--- src/rtl/weight_ctrl_pkg.sv ---
// Shared constants, state encoding and helpers for the float16 weight RAM sequencer.
package weight_ctrl_pkg;
   localparam int DATA_WIDTH      = 16;
   localparam int KERNEL_SIZE_MAX = 5;
   localparam int SLICE_STRIDE    = KERNEL_SIZE_MAX * KERNEL_SIZE_MAX;
   localparam int WEIGHT_RAM_MAX  = 27;
   localparam int WR_ADDR_WIDTH   = 5;
   localparam int RD_ADDR_WIDTH   = 10;
   localparam int SLICE_WIDTH     = SLICE_STRIDE * DATA_WIDTH;

   localparam logic [2:0]               KS_MAX_V     = 3'(KERNEL_SIZE_MAX);
   localparam logic [4:0]               SLICES_MAX_V = 5'(WEIGHT_RAM_MAX);
   localparam logic [RD_ADDR_WIDTH-1:0] STRIDE_V     = RD_ADDR_WIDTH'(SLICE_STRIDE);

   typedef enum logic [1:0] {IDLE, LOAD, READ, DRAIN} state_t;

   // Elements per slice for the legal kernel edges; a table avoids a multiplier.
   function automatic logic [4:0] ks_square(input logic [2:0] ks);
      case (ks)
         3'd1:    return 5'd1;
         3'd2:    return 5'd4;
         3'd3:    return 5'd9;
         3'd4:    return 5'd16;
         3'd5:    return 5'd25;
         default: return 5'd0;
      endcase
   endfunction
endpackage

--- src/rtl/weight_addr_gen.sv ---
// Read-address sequencer: walks element, slice and pass counters and flags slice/pass ends.
module weight_addr_gen
   import weight_ctrl_pkg::*;
(
   input  logic                     clk,
   input  logic                     rst,
   input  logic                     start,
   input  logic [2:0]               cfg_kernel_size,
   input  logic [4:0]               cfg_slice_num,
   input  logic [7:0]               cfg_repeat,
   output logic                     active,
   output logic [RD_ADDR_WIDTH-1:0] addr,
   output logic                     slice_last,
   output logic                     last
);
   logic [4:0]               kk_m1, slice_m1, elem, slice;
   logic [7:0]               rep, pass;
   logic [RD_ADDR_WIDTH-1:0] base;
   logic                     slice_end, pass_end;

   assign slice_end  = (elem == kk_m1);
   assign pass_end   = slice_end && (slice == slice_m1);
   assign slice_last = active && slice_end;
   assign last       = active && pass_end && (pass == rep);

   always_ff @(posedge clk or posedge rst) begin
      if (rst) begin
         active   <= 1'b0;
         kk_m1    <= '0;
         slice_m1 <= '0;
         rep      <= '0;
         elem     <= '0;
         slice    <= '0;
         pass     <= '0;
         base     <= '0;
         addr     <= '0;
      end else if (start) begin
         active   <= 1'b1;
         kk_m1    <= ks_square(cfg_kernel_size) - 5'd1;
         slice_m1 <= cfg_slice_num - 5'd1;
         rep      <= cfg_repeat;
         elem     <= '0;
         slice    <= '0;
         pass     <= '0;
         base     <= '0;
         addr     <= '0;
      end else if (active) begin
         if (last) begin
            active <= 1'b0;
            elem   <= '0;
            slice  <= '0;
            pass   <= '0;
            base   <= '0;
            addr   <= '0;
         end else if (pass_end) begin
            // next pass starts on the following cycle with no gap
            elem  <= '0;
            slice <= '0;
            pass  <= pass + 8'd1;
            base  <= '0;
            addr  <= '0;
         end else if (slice_end) begin
            elem  <= '0;
            slice <= slice + 5'd1;
            base  <= base + STRIDE_V;
            addr  <= base + STRIDE_V;
         end else begin
            elem <= elem + 5'd1;
            addr <= addr + 10'd1;
         end
      end
   end
endmodule

--- src/rtl/weight_ram_ctrl.sv ---
// Weight RAM sequencer: LOAD writes whole slices, READ streams used weights to the conv PE.
// Optional WEIGHT_CTRL_REPEAT_EN adds cfg_repeat for back-to-back repeated READ passes.
module weight_ram_ctrl
   import weight_ctrl_pkg::*;
(
   input  logic                     clk,
   input  logic                     rst,
   input  logic [2:0]               cfg_kernel_size,
   input  logic [4:0]               cfg_slice_num,
`ifdef WEIGHT_CTRL_REPEAT_EN
   input  logic [7:0]               cfg_repeat,
`endif
   input  logic                     start_load,
   input  logic                     start_read,
   input  logic                     load_valid,
   output logic                     load_ready,
   input  logic [SLICE_WIDTH-1:0]   load_data,
   output logic                     ram_ena_wr,
   output logic [WR_ADDR_WIDTH-1:0] ram_addr_write,
   output logic [SLICE_WIDTH-1:0]   ram_din,
   output logic [RD_ADDR_WIDTH-1:0] ram_addr_read,
   input  logic [DATA_WIDTH-1:0]    ram_dout,
   output logic                     w_valid,
   output logic [DATA_WIDTH-1:0]    w_data,
   output logic                     w_slice_last,
   output logic                     w_last,
   output logic                     busy,
   output logic                     done
);
   state_t             state, state_n;
   logic               cfg_ok, start_rd, done_n;
   logic [4:0]         load_slice, load_m1;
   logic [7:0]         rep;
   logic               ag_active, ag_slice_last, ag_last;

`ifdef WEIGHT_CTRL_REPEAT_EN
   assign rep = cfg_repeat;
`else
   assign rep = 8'd0;
`endif

   assign cfg_ok = (cfg_kernel_size != 3'd0) && (cfg_kernel_size <= KS_MAX_V) &&
                   (cfg_slice_num != 5'd0) && (cfg_slice_num <= SLICES_MAX_V);

   assign load_ready     = (state == LOAD);
   assign ram_ena_wr     = load_ready & load_valid;
   assign ram_addr_write = load_slice;
   assign ram_din        = load_data;
   assign busy           = (state != IDLE);
   // the RAM output is already registered, so it lines up with the delayed flags
   assign w_data         = w_valid ? ram_dout : '0;

   always_comb begin
      state_n  = state;
      start_rd = 1'b0;
      done_n   = 1'b0;
      case (state)
         IDLE: begin
            if (start_load && cfg_ok) begin
               state_n = LOAD;
            end else if (start_read && cfg_ok) begin
               state_n  = READ;
               start_rd = 1'b1;
            end
         end
         LOAD: begin
            if (ram_ena_wr && (load_slice == load_m1)) begin
               state_n = IDLE;
               done_n  = 1'b1;
            end
         end
         READ:    if (ag_last) state_n = DRAIN;
         DRAIN: begin
            state_n = IDLE;
            done_n  = 1'b1;
         end
         default: state_n = IDLE;
      endcase
   end

   always_ff @(posedge clk or posedge rst) begin
      if (rst) begin
         state        <= IDLE;
         done         <= 1'b0;
         load_slice   <= '0;
         load_m1      <= '0;
         w_valid      <= 1'b0;
         w_slice_last <= 1'b0;
         w_last       <= 1'b0;
      end else begin
         state        <= state_n;
         done         <= done_n;
         w_valid      <= ag_active;
         w_slice_last <= ag_slice_last;
         w_last       <= ag_last;
         if (state == IDLE && start_load && cfg_ok) begin
            load_slice <= '0;
            load_m1    <= cfg_slice_num - 5'd1;
         end else if (ram_ena_wr) begin
            load_slice <= load_slice + 5'd1;
         end
      end
   end

   weight_addr_gen u_addr_gen (
      .clk             (clk),
      .rst             (rst),
      .start           (start_rd),
      .cfg_kernel_size (cfg_kernel_size),
      .cfg_slice_num   (cfg_slice_num),
      .cfg_repeat      (rep),
      .active          (ag_active),
      .addr            (ram_addr_read),
      .slice_last      (ag_slice_last),
      .last            (ag_last)
   );
endmodule

--- config.mk ---
export PLATFORM = sky130hd
export DESIGN_NAME = weight_ram_ctrl
export DESIGN_NICKNAME = d
export VERILOG_FILES = /design/src/rtl/weight_ctrl_pkg.sv /design/src/rtl/weight_addr_gen.sv /design/src/rtl/weight_ram_ctrl.sv
export SDC_FILE = /design/constraint.sdc
export NUM_CORES = 1
export LEC_CHECK = 0
export ABC_AREA = 1
export CAP_MARGIN = 25
export CORE_AREA = 2 2 337 339
export DETAILED_ROUTE_END_ITERATION = 16
export DIE_AREA = 0 0 339 341
export PLACE_DENSITY_LB_ADDON = 0.25
export SETUP_SLACK_MARGIN = 0.02
export SLEW_MARGIN = 25
export SYNTH_ARGS = -nofsm -noshare
export SYNTH_HDL_FRONTEND = slang
export SYNTH_SLANG_ARGS = --single-unit
--- constraint.sdc ---
create_clock -name clk -period 5.6 [get_ports clk]
set_input_delay 0.84 -clock clk [delete_from_list [all_inputs] [get_ports clk]]
set_output_delay 0.84 -clock clk [all_outputs]
set_load 0.005 [all_outputs]
# Word-level counts from Yosys, hierarchy flattened
# Cells that the tools add are included.
# Widths: inputs -> output; s select.
# classes
n_addsub,8
order_cmp,2
eq_ne,14
muxes,42
bitwise_logic,1
n_reduce_logical,24
# ops
op,count
$mux 10,10
$mux 5,13
$mux 8,4
$pmux 5 s5,1
$mux 16,1
$add 5x1->5 const B,3
$eq 5x5->1,3
$logic_and 1x1->1,12
$add 10x1->10 const B,1
$add 10x5->10 const B,1
$sub 5x1->5 const B,2
$add 8x1->8 const B,1
$logic_not 8->1,1
$mux 2,4
$pmux 2 s4,1
$mux 1,7
$eq 3x2->1 const B,2
$eq 3x3->1 const B,2
$reduce_bool 2->1,3
$reduce_bool 3->1,2
$le 5x5->1 const B,1
$reduce_bool 5->1,1
$eq 2x2->1 const B,2
$reduce_and 2->1,2
11 further kinds,11
# totals
reg_bits,65
inputBits,429
out_inout_bits,438
word_cells,106

# Logic depth before layout (Yosys ltp)
# Gate-level depths: netlist of run 1.
# depth
ltp_word,10
ltp_mapped,12
depth_no_buf,11

# By module
# From an unflattened synthesis of run 1, not the netlist that was laid out.
# hier_totals
cells_unflattened,1034
area_unflattened_um2,7503.4
# by_module_without_submodules
mod,n_inst,cells_each,area_per_inst_um2,seq_area_each_um2
weight_ram_ctrl,1,573,4127.7,400.4
weight_addr_gen,1,461,3375.7,1401.3

# Worst setup path before layout of run 1
# Ideal clock, no wire load.
# synth_timing
path_type,input-to-reg
from,input cfg_slice_num[0]
to,register u_addr_gen.slice[2]
setup_time_ns,0.116
arrival_ns,1.932
required_time_ns,5.484
slack_ns,3.551
cell_stages,11
path_buffers,1
cell_sequence,inv_1 > ha_1 > nand3_1 > nand3_2 > nor2_4 > nand4_4 > nand2_4 > inv_2 > buf_6 > nand2_1 > nand2_1
# synth_via
elab_chain_cells,9
elab_cells_between_ends,13
cone_classes,1 x order compare; 4 x mux; 8 x reduce/logical
# synth_lines
element,line_no,text
start: declaration,weight_ram_ctrl.sv:9,"input logic [4:0] cfg_slice_num,"
"parallel branches: the longest is 2 deep, another holds $le 5x5->1",n/a,
$logic_and 1x1->1 *,weight_ram_ctrl.sv:43,(cfg_slice_num != 5'd0) && (cfg_slice_num <= SLICES_MAX_V);
$logic_and 1x1->1,weight_ram_ctrl.sv:61,end else if (start_read && cfg_ok) begin
$mux 1,weight_ram_ctrl.sv:61,
$mux 1 *,weight_ram_ctrl.sv:59,if (start_load && cfg_ok) begin
$mux 1 *,weight_ram_ctrl.sv:57,case (state)
$reduce_bool 4->1 (no line) or $reduce_bool 2->1 (tied branches),n/a,
$reduce_and 2->1 (no line),n/a,
end signal: assignment,weight_addr_gen.sv:64,slice <= slice + 5'd1;
end: declaration,weight_addr_gen.sv:16,"logic [4:0] kk_m1, slice_m1, elem, slice;"
# Every way passes the cells marked *.
# A chain may end at the register's enable or synchronous reset.

# Final worst setup path of run 1
# layout_timing
from,input load_valid
to,output ram_ena_wr
# layout_via
elab_chain_cells,1
# layout_lines
element,line_no,text
start: declaration,weight_ram_ctrl.sv:15,"input logic load_valid,"
$and 1x1->1,weight_ram_ctrl.sv:46,assign ram_ena_wr = load_ready & load_valid;
end: declaration,weight_ram_ctrl.sv:18,"output logic ram_ena_wr,"
# Every way passes these cells.

==> results of run 1 <==
==> final cells by class <==
type                            instances  area share, %
Clock buffer                           10          3.569
Clock inverter                          4         0.3363
Inverter                               84          4.746
Multi-Input combinational cell        387          29.43
Sequential cell                        64          23.92
Tap cell                             1500          28.03
Timing Repair Buffer                   67          9.978
==> power by group through the flow <==
stage	sequential [mW]	combinational, mW	clock (mW)
2_1_floorplan	0.686	0.688	0
3_3_place_gp	0.727	0.752	0
3_5_place_dp	0.724	0.753	0
4_1_cts	0.718	0.755	0.545
5_1_grt	0.739	0.847	0.563
6_report	0.716	0.748	0.523
==> critical path, delay by kind of cell <==
kind                   cells  cell delay, ns
buffers and inverters      3            1.18
and+or+nand+nor            1            0.08
==> final timing paths <==
path                                     from                  end  slack [ns]  cells past startpoint
setup / recovery                   load_valid           ram_ena_wr        2.66                      4
hold / removal             u_addr_gen.pass[7]   u_addr_gen.pass[7]        0.50                      2
setup reg to reg           u_addr_gen.elem[0]   u_addr_gen.pass[2]        3.50                     10
hold reg to reg            u_addr_gen.pass[7]   u_addr_gen.pass[7]        0.50                      2
max in group asynchronous                 rst  u_addr_gen.slice[4]        3.88                      3
min in group asynchronous                 rst           load_m1[0]        0.91                      2
==> layer usage <==
layer	up-vias	part of all wire [%]	global-route usage (%)	routed length (um)
met2	665	36	13.10	22920
met3	141	44	22.20	28120
li1	1822	-	-	-
met5	-	0.47	1.879	300
met1	1808	18	5.331	11310
met4	8	2.6	2.806	1690
==> sequential cells by signal, indices dropped and copies added (netlist names), 2 cells and up <==
register / cells
u_addr_gen.addr: 10
u_addr_gen.base: 10
u_addr_gen.pass: 8
load_m1: 5
ram_addr_write: 5
u_addr_gen.elem: 5
u_addr_gen.slice: 5
u_addr_gen.slice_m1: 5
u_addr_gen.kk_m1: 4
state: 2
==> synth_stat cells, types with 2 or more instances <==
cell	n	area [um^2]
or2_2	3	18.77
nor3_1	5	25.02
a21oi_1	9	45.04
buf_4	401	3010
nor2_2	2	12.51
nor2_1	36	135.1
buf_6	2	22.52
nand4_1	10	62.56
buf_2	5	25.02
clkbuf_1	2	7.510
inv_1	75	281.5
xnor2_1	10	87.58
ha_1	10	125.1
inv_2	8	30.03
o21ai_0	28	140.1
nand3_2	2	20.02
xor2_1	22	192.7
nand2_2	3	18.77
o21ai_1	3	15.01
dfrtp_1	64	1602
nand3_1	31	155.2
nand2_1	196	735.7
nor2_4	5	56.30
==> metrics by stage <==
stage                     cell area [um^2]  instances
after floorplan                       6953        945
after global placement                6432       2102
after detailed placement              6435       2102
after CTS                             6696       2116
after global routing                  6696       2116
final                                 6696       2116
==> placed cells by master, fill, tap and decap left out, types with 2 or more instances in the layout <==
cell type,n
nand3_2,2
ha_1,10
a21oi_1,9
xor2_1,22
nor2_2,2
nand3_1,31
clkinv_2,3
o21ai_1,3
xnor2_1,10
clkbuf_16,9
nor2_1,36
clkdlybuf4s50_1,66
inv_1,74
nand2_2,3
nor3_1,5
o21ai_0,28
or2_2,3
nor2_4,5
dfrtp_1,64
nand2_1,196
inv_2,8
nand4_1,10
==> logic make-up (layout without fill, tap and decap cells) <==
logic type | count (synthesis) | count (layout)
XOR/XNOR | 32 | 32
AND/OR/NAND/NOR | 299 | 299
adder cells (fa/ha/maj) | 10 | 10
buffers and inverters | 494 | 165
flip-flops | 64 | 64
AO/OA/AOI/OAI | 46 | 46
==> results.md, run 1 <==
- Diode count: 0
- Hold_ws: 0.5022 ns
- Setup violations, final: 0
- Max VDD drop: 0.0001036 V
- Die Span Y: 341 um
- Simple-Gate Fraction of Synth Area: 18.84%
- Clock Power Share: 26.3%
- Hold Vio Cnt, Final: 0
- Full die area: 115,600 um^2
- Post-synth ARST share: 100.0%
- Seq cells post-synth: 64
- Top Ports: 867
- Clk sinks: 64
- Nets@finish: 1,052
- Worst slew pin tran: 0.7766 ns
- Iteration-0 DRC Markers: 251
- First-pass GRT wire length: 74,450 um
- Power per cell area: 296.6 nW/um^2
- Worst-path clk slew: 0.06 ns
- Synth Area in Compound Gates: 3.671%
- Ys flop type: dfrtp_1
- Remaining DRCs: 0
- CP Class: in2out
- CP endpoint kind: primary output
- Fraction of synthesized area in multiplexers: 0%
- Placer Congestion: 0.7959
- Routed len/inst: 30.41 um
- GRT overflow: 0
- WL final: 64,340 um
- Initial antenna violation count: 0
- GRT Util Overall: 10.67%
- Min cycle time layout: 2.943 ns
- Cells along the critical path: clkdlybuf4s50_1 -> nand2_1 -> inv_1 -> clkdlybuf4s50_1
- Final ANT Viol Nets: 0
- Worst setup margin: 2.657 ns
- Vias in the first global route: 4,328
- Final Max Slew Viols: 0
- Initial core utilization: 6.214%
- Synthesized area: 6953 um^2
- Adder-Cell Fraction of Synth Area: 1.800%
- Net Sw Frac: 40.42%
- Post-layout util: 5.985%
- Setup bufs post-CTS: 0
- Unique masters post-synth: 36
- Num CTS Buffers: 9
- Largest stage delay, worst path: 0.54 ns
- Synth warnings: 0
- Longest Clk Path Bufs: 2
- Max Fclk: 339.7 MHz
- Unrepaired setup endpoints after global routing: false
- Multi-input logic area: 1971 um^2
- Critical-path cell with the highest stage delay: clkdlybuf4s50_1
- CTS tree: yes
- H-tree depth: 3
- Seq/Total Area, Yosys: 23.03%
- Internal Power: 1.183 mW
- Via density per instance: 2.100
- Sequential cell area: 1602 um^2
- Syn_area_per_cell: 7.358 um^2
- Hold Crit Class: reg2reg
- Die extent in x: 339 um
- Final total power: 1.986 mW
- Via count: 4,444
- Mapped Cells: 945
- Sequential share of power: 36.0%
- Startpoint types: primary input
- Hpwl dp: 59,830 um
- Site Rows: 123
- Largest net degree at the start of global routing: 41
- Post-synthesis xor/xnor area fraction: 4.031%
- Fin crit share: 52.56%
- Status: finished, final reports clean
- Slew headroom: 48.17%
- Layout fillers: 13,230
- Largest family of logic cells by synthesized area: buffers and inverters
- Synth Net Count: 1,384
- Switching pwr: 0.8029 mW
- Most used cell along the critical path: clkdlybuf4s50_1
- Setup TNS: 0 ns
- Worst EP required: 4.76 ns
- Share of cells above drive strength 1: 7.305%
- Dpl ws: 2.484 ns
- Post-CTS resize count: 0
- Hold buffers post-CTS: 0
- P_leak: 2.644 nW
- Layout Skew: 0.01193 ns
- CP max FO: 7
- I/O Buffers: 66
- Core Area: 111,900 um^2
- Layout area overhead: -3.689%
- DRT Pass-1 Iters: 4
- CP arrival: 2.10 ns
- Clk_lat worst skew: 0.34 ns
- CTS root buf: clkbuf_16
- Combinational Power Share: 37.7%
- Post-synth EDFFs: 0
- Max-cap violations: 0
Power figures use the tool's default switching activity.
==> run 2: changes to the inputs <==
--- a/config.mk
+++ b/config.mk
@@ -7,9 +7,9 @@
 export LEC_CHECK = 0
 export ABC_AREA = 1
 export CAP_MARGIN = 25
-export CORE_AREA = 2 2 337 339
+export CORE_AREA = 2 2 339 341
 export DETAILED_ROUTE_END_ITERATION = 16
-export DIE_AREA = 0 0 339 341
+export DIE_AREA = 0 0 341 343
 export PLACE_DENSITY_LB_ADDON = 0.25
 export SETUP_SLACK_MARGIN = 0.02
 export SLEW_MARGIN = 25
==> constraint.sdc (replaced) <==
create_clock -name clk -period 2.8 [get_ports clk]
set_input_delay 0.42 -clock clk [delete_from_list [all_inputs] [get_ports clk]]
set_output_delay 0.42 -clock clk [all_outputs]
set_load 0.005 [all_outputs]
==> results.md, run 2 (synthesis gave the netlist of run 1 again) <==
- Hpwl dp: 55,650 um (was 59,830 um)
- Fin crit share: 85.32%
- Nets@finish: 1,055 (was 1,052)
- Hold buffers post-CTS: 0 (unchanged)
- GRT Util Overall: 9.860% (was 10.67%)
- DRT Pass-1 Iters: 4 (unchanged)
- Diode count: 0 (unchanged)
- Hold Vio Cnt, Final: 0 (unchanged)
- I/O Buffers: 66 (unchanged)
- Startpoint types: flip-flop (was primary input)
- P_leak: 2.676 nW (was 2.644 nW)
- Hold Crit Class: in2async (was reg2reg)
- Power per cell area: 603.1 nW/um^2 (was 296.6 nW/um^2)
- Worst reg2reg path startpoint: u_addr_gen.elem[0] (unchanged)
- Clk sinks: 64 (unchanged)
- Final Max Slew Viols: 0 (unchanged)
- Max Fclk: 418.6 MHz
- Setup TNS: 0 ns (unchanged)
- GRT overflow: 0 (unchanged)
- CTS root buf: clkbuf_16 (unchanged)
- Post-layout util: 5.974% (was 5.985%)
- Final ANT Viol Nets: 0 (unchanged)
- Initial core utilization: 6.131% (was 6.214%)
- Final total power: 4.086 mW (was 1.986 mW)
- WL final: 60,350 um (was 64,340 um)
- Crit path from: state[0] (was load_valid)
- Setup violations, final: 0 (unchanged)
- Max VDD drop: 0.0002441 V (was 0.0001036 V)
- Initial antenna violation count: 1 (was 0)
- CP Class: reg2out (was in2out)
- Full die area: 117,000 um^2 (was 115,600 um^2)
- Layout fillers: 13,350 (was 13,230)
- Min cycle time layout: 2.389 ns
- Via count: 4,284 (was 4,444)
- Post-CTS resize count: 0 (unchanged)
- Post-route cell area: 6775 um^2 (was 6696 um^2)
- H-tree depth: 3 (unchanged)
- Multi-input logic area: 1971 um^2 (unchanged)
- Leading cell types in the layout, fill and taps excluded: 196 x nand2_1, 74 x inv_1, 66 x clkdlybuf4s50_1 (unchanged)
- Core Area: 113,400 um^2 (was 111,900 um^2)
- First-pass GRT wire length: 69,880 um (was 74,450 um)
- Site Rows: 124 (was 123)
- Die Span Y: 343 um (was 341 um)
- Max-cap violations: 0 (unchanged)
- CP arrival: 1.97 ns (was 2.10 ns)
- Slew headroom: 53.37% (was 48.17%)
- CP endpoint kind: primary output (unchanged)
- Iteration-0 DRC Markers: 164 (was 251)
- Most common cell after layout, fill and taps aside: nand2_1 (unchanged)
- Post-DP Area: 6482 um^2 (was 6435 um^2)
- Worst-path clk slew: 0.06 ns (about the same)
- Placer Congestion: 0.7356 (was 0.7959)
- Share of cells above drive strength 1: 7.903% (was 7.305%)
- Setup bufs post-CTS: 0 (unchanged)
- CP max FO: 7 (unchanged)
- Remaining DRCs: 0 (unchanged)
- Layout area overhead: -2.555% (was -3.689%)
- Worst slew pin tran: 0.6994 ns (was 0.7766 ns)
- Via density per instance: 2.009 (was 2.100)
- Worst EP required: 2.38 ns (was 4.76 ns)
- Largest net degree at the start of global routing: 49 (was 41)
- CTS tree: yes (unchanged)
- Top Ports: 867 (unchanged)
- Num CTS Buffers: 9 (unchanged)
- Longest Clk Path Bufs: 2 (unchanged)
- Die extent in x: 341 um (was 339 um)
- Routed len/inst: 28.31 um (was 30.41 um)
- Largest regs: u_addr_gen.addr x10, u_addr_gen.base x10, u_addr_gen.pass x8 (unchanged)
- Clk_lat worst skew: 0.34 ns (about the same)
- Unrepaired setup endpoints after global routing: false (unchanged)
- Status: finished, final reports clean (unchanged)
- Vias in the first global route: 4,408 (was 4,328)
- Sequential cell area: 1602 um^2 (unchanged)
- Layout Skew: 0.009802 ns (was 0.01193 ns)
==> run 2: cell types whose count changed in the layout (fill, tap and decap cells not counted) <==
cell	delta
buf_4	+2
clkinv_2	-2
buf_12	+1
inv_2	+1
clkbuf_8	+3
inv_4	-1
==> run 2: worst paths after layout <==
path	end	slack [ns]	cells after the start
min	w_slice_last	0.40	2
min in group clk	load_m1[4]	0.50	2
max reg2reg	u_addr_gen.pass[7]	0.70	10
max	ram_ena_wr	0.41	5
min reg2reg	load_m1[4]	0.50	2
max in group asynchronous	u_addr_gen.addr[2]	1.75	3
==> run 2: power by group <==
group / leakage [nW] / internal [mW] / switching (mW) / total (mW)
Sequential: 0.775 / 1.15 / 0.293 / 1.44
Clock: 0.144 / 0.691 / 0.449 / 1.14
Combinational: 1.76 / 0.616 / 0.891 / 1.51
Total: 2.68 / 2.45 / 1.63 / 4.09
==> run 2: worst max-delay path, cell delays in order (launching register included) <==
cell and delay (ns):
dfrtp_1 0.37, inv_1 0.07, nor2_1 0.19, nand2_1 0.13, inv_1 0.18, clkdlybuf4s50_1 0.67
==> run 2: layout make-up <==
type / instances / area share [%]
timing repair buffer: 70 / 10.38
clock inverter: 2 / 0.1847
clock buffer: 13 / 4.137
tap: 1512 / 27.92
inverter: 84 / 4.654
sequential: 64 / 23.64
multi-input combinational: 387 / 29.09
==> run 2: metal layers <==
| layer | track usage, % | wire [um] |
|---|---|---|
| met5 | 1.322 | 210 |
| met3 | 19.50 | 24950 |
| met4 | 2.506 | 1633 |
| met1 | 5.348 | 11550 |
| met2 | 12.48 | 22010 |
==> run 2: through the flow <==
step,hold slack (ns),std cells,setup WS [ns]
4_1_cts,0.4104,2132,0.3310
5_1_grt,0.4455,2132,0.2567
2_1_floorplan,0.3487,945,0.7819
3_5_place_dp,0.4882,2117,0.1932
6_report,0.4029,2132,0.4109
3_3_place_gp,0.4870,2117,0.1887
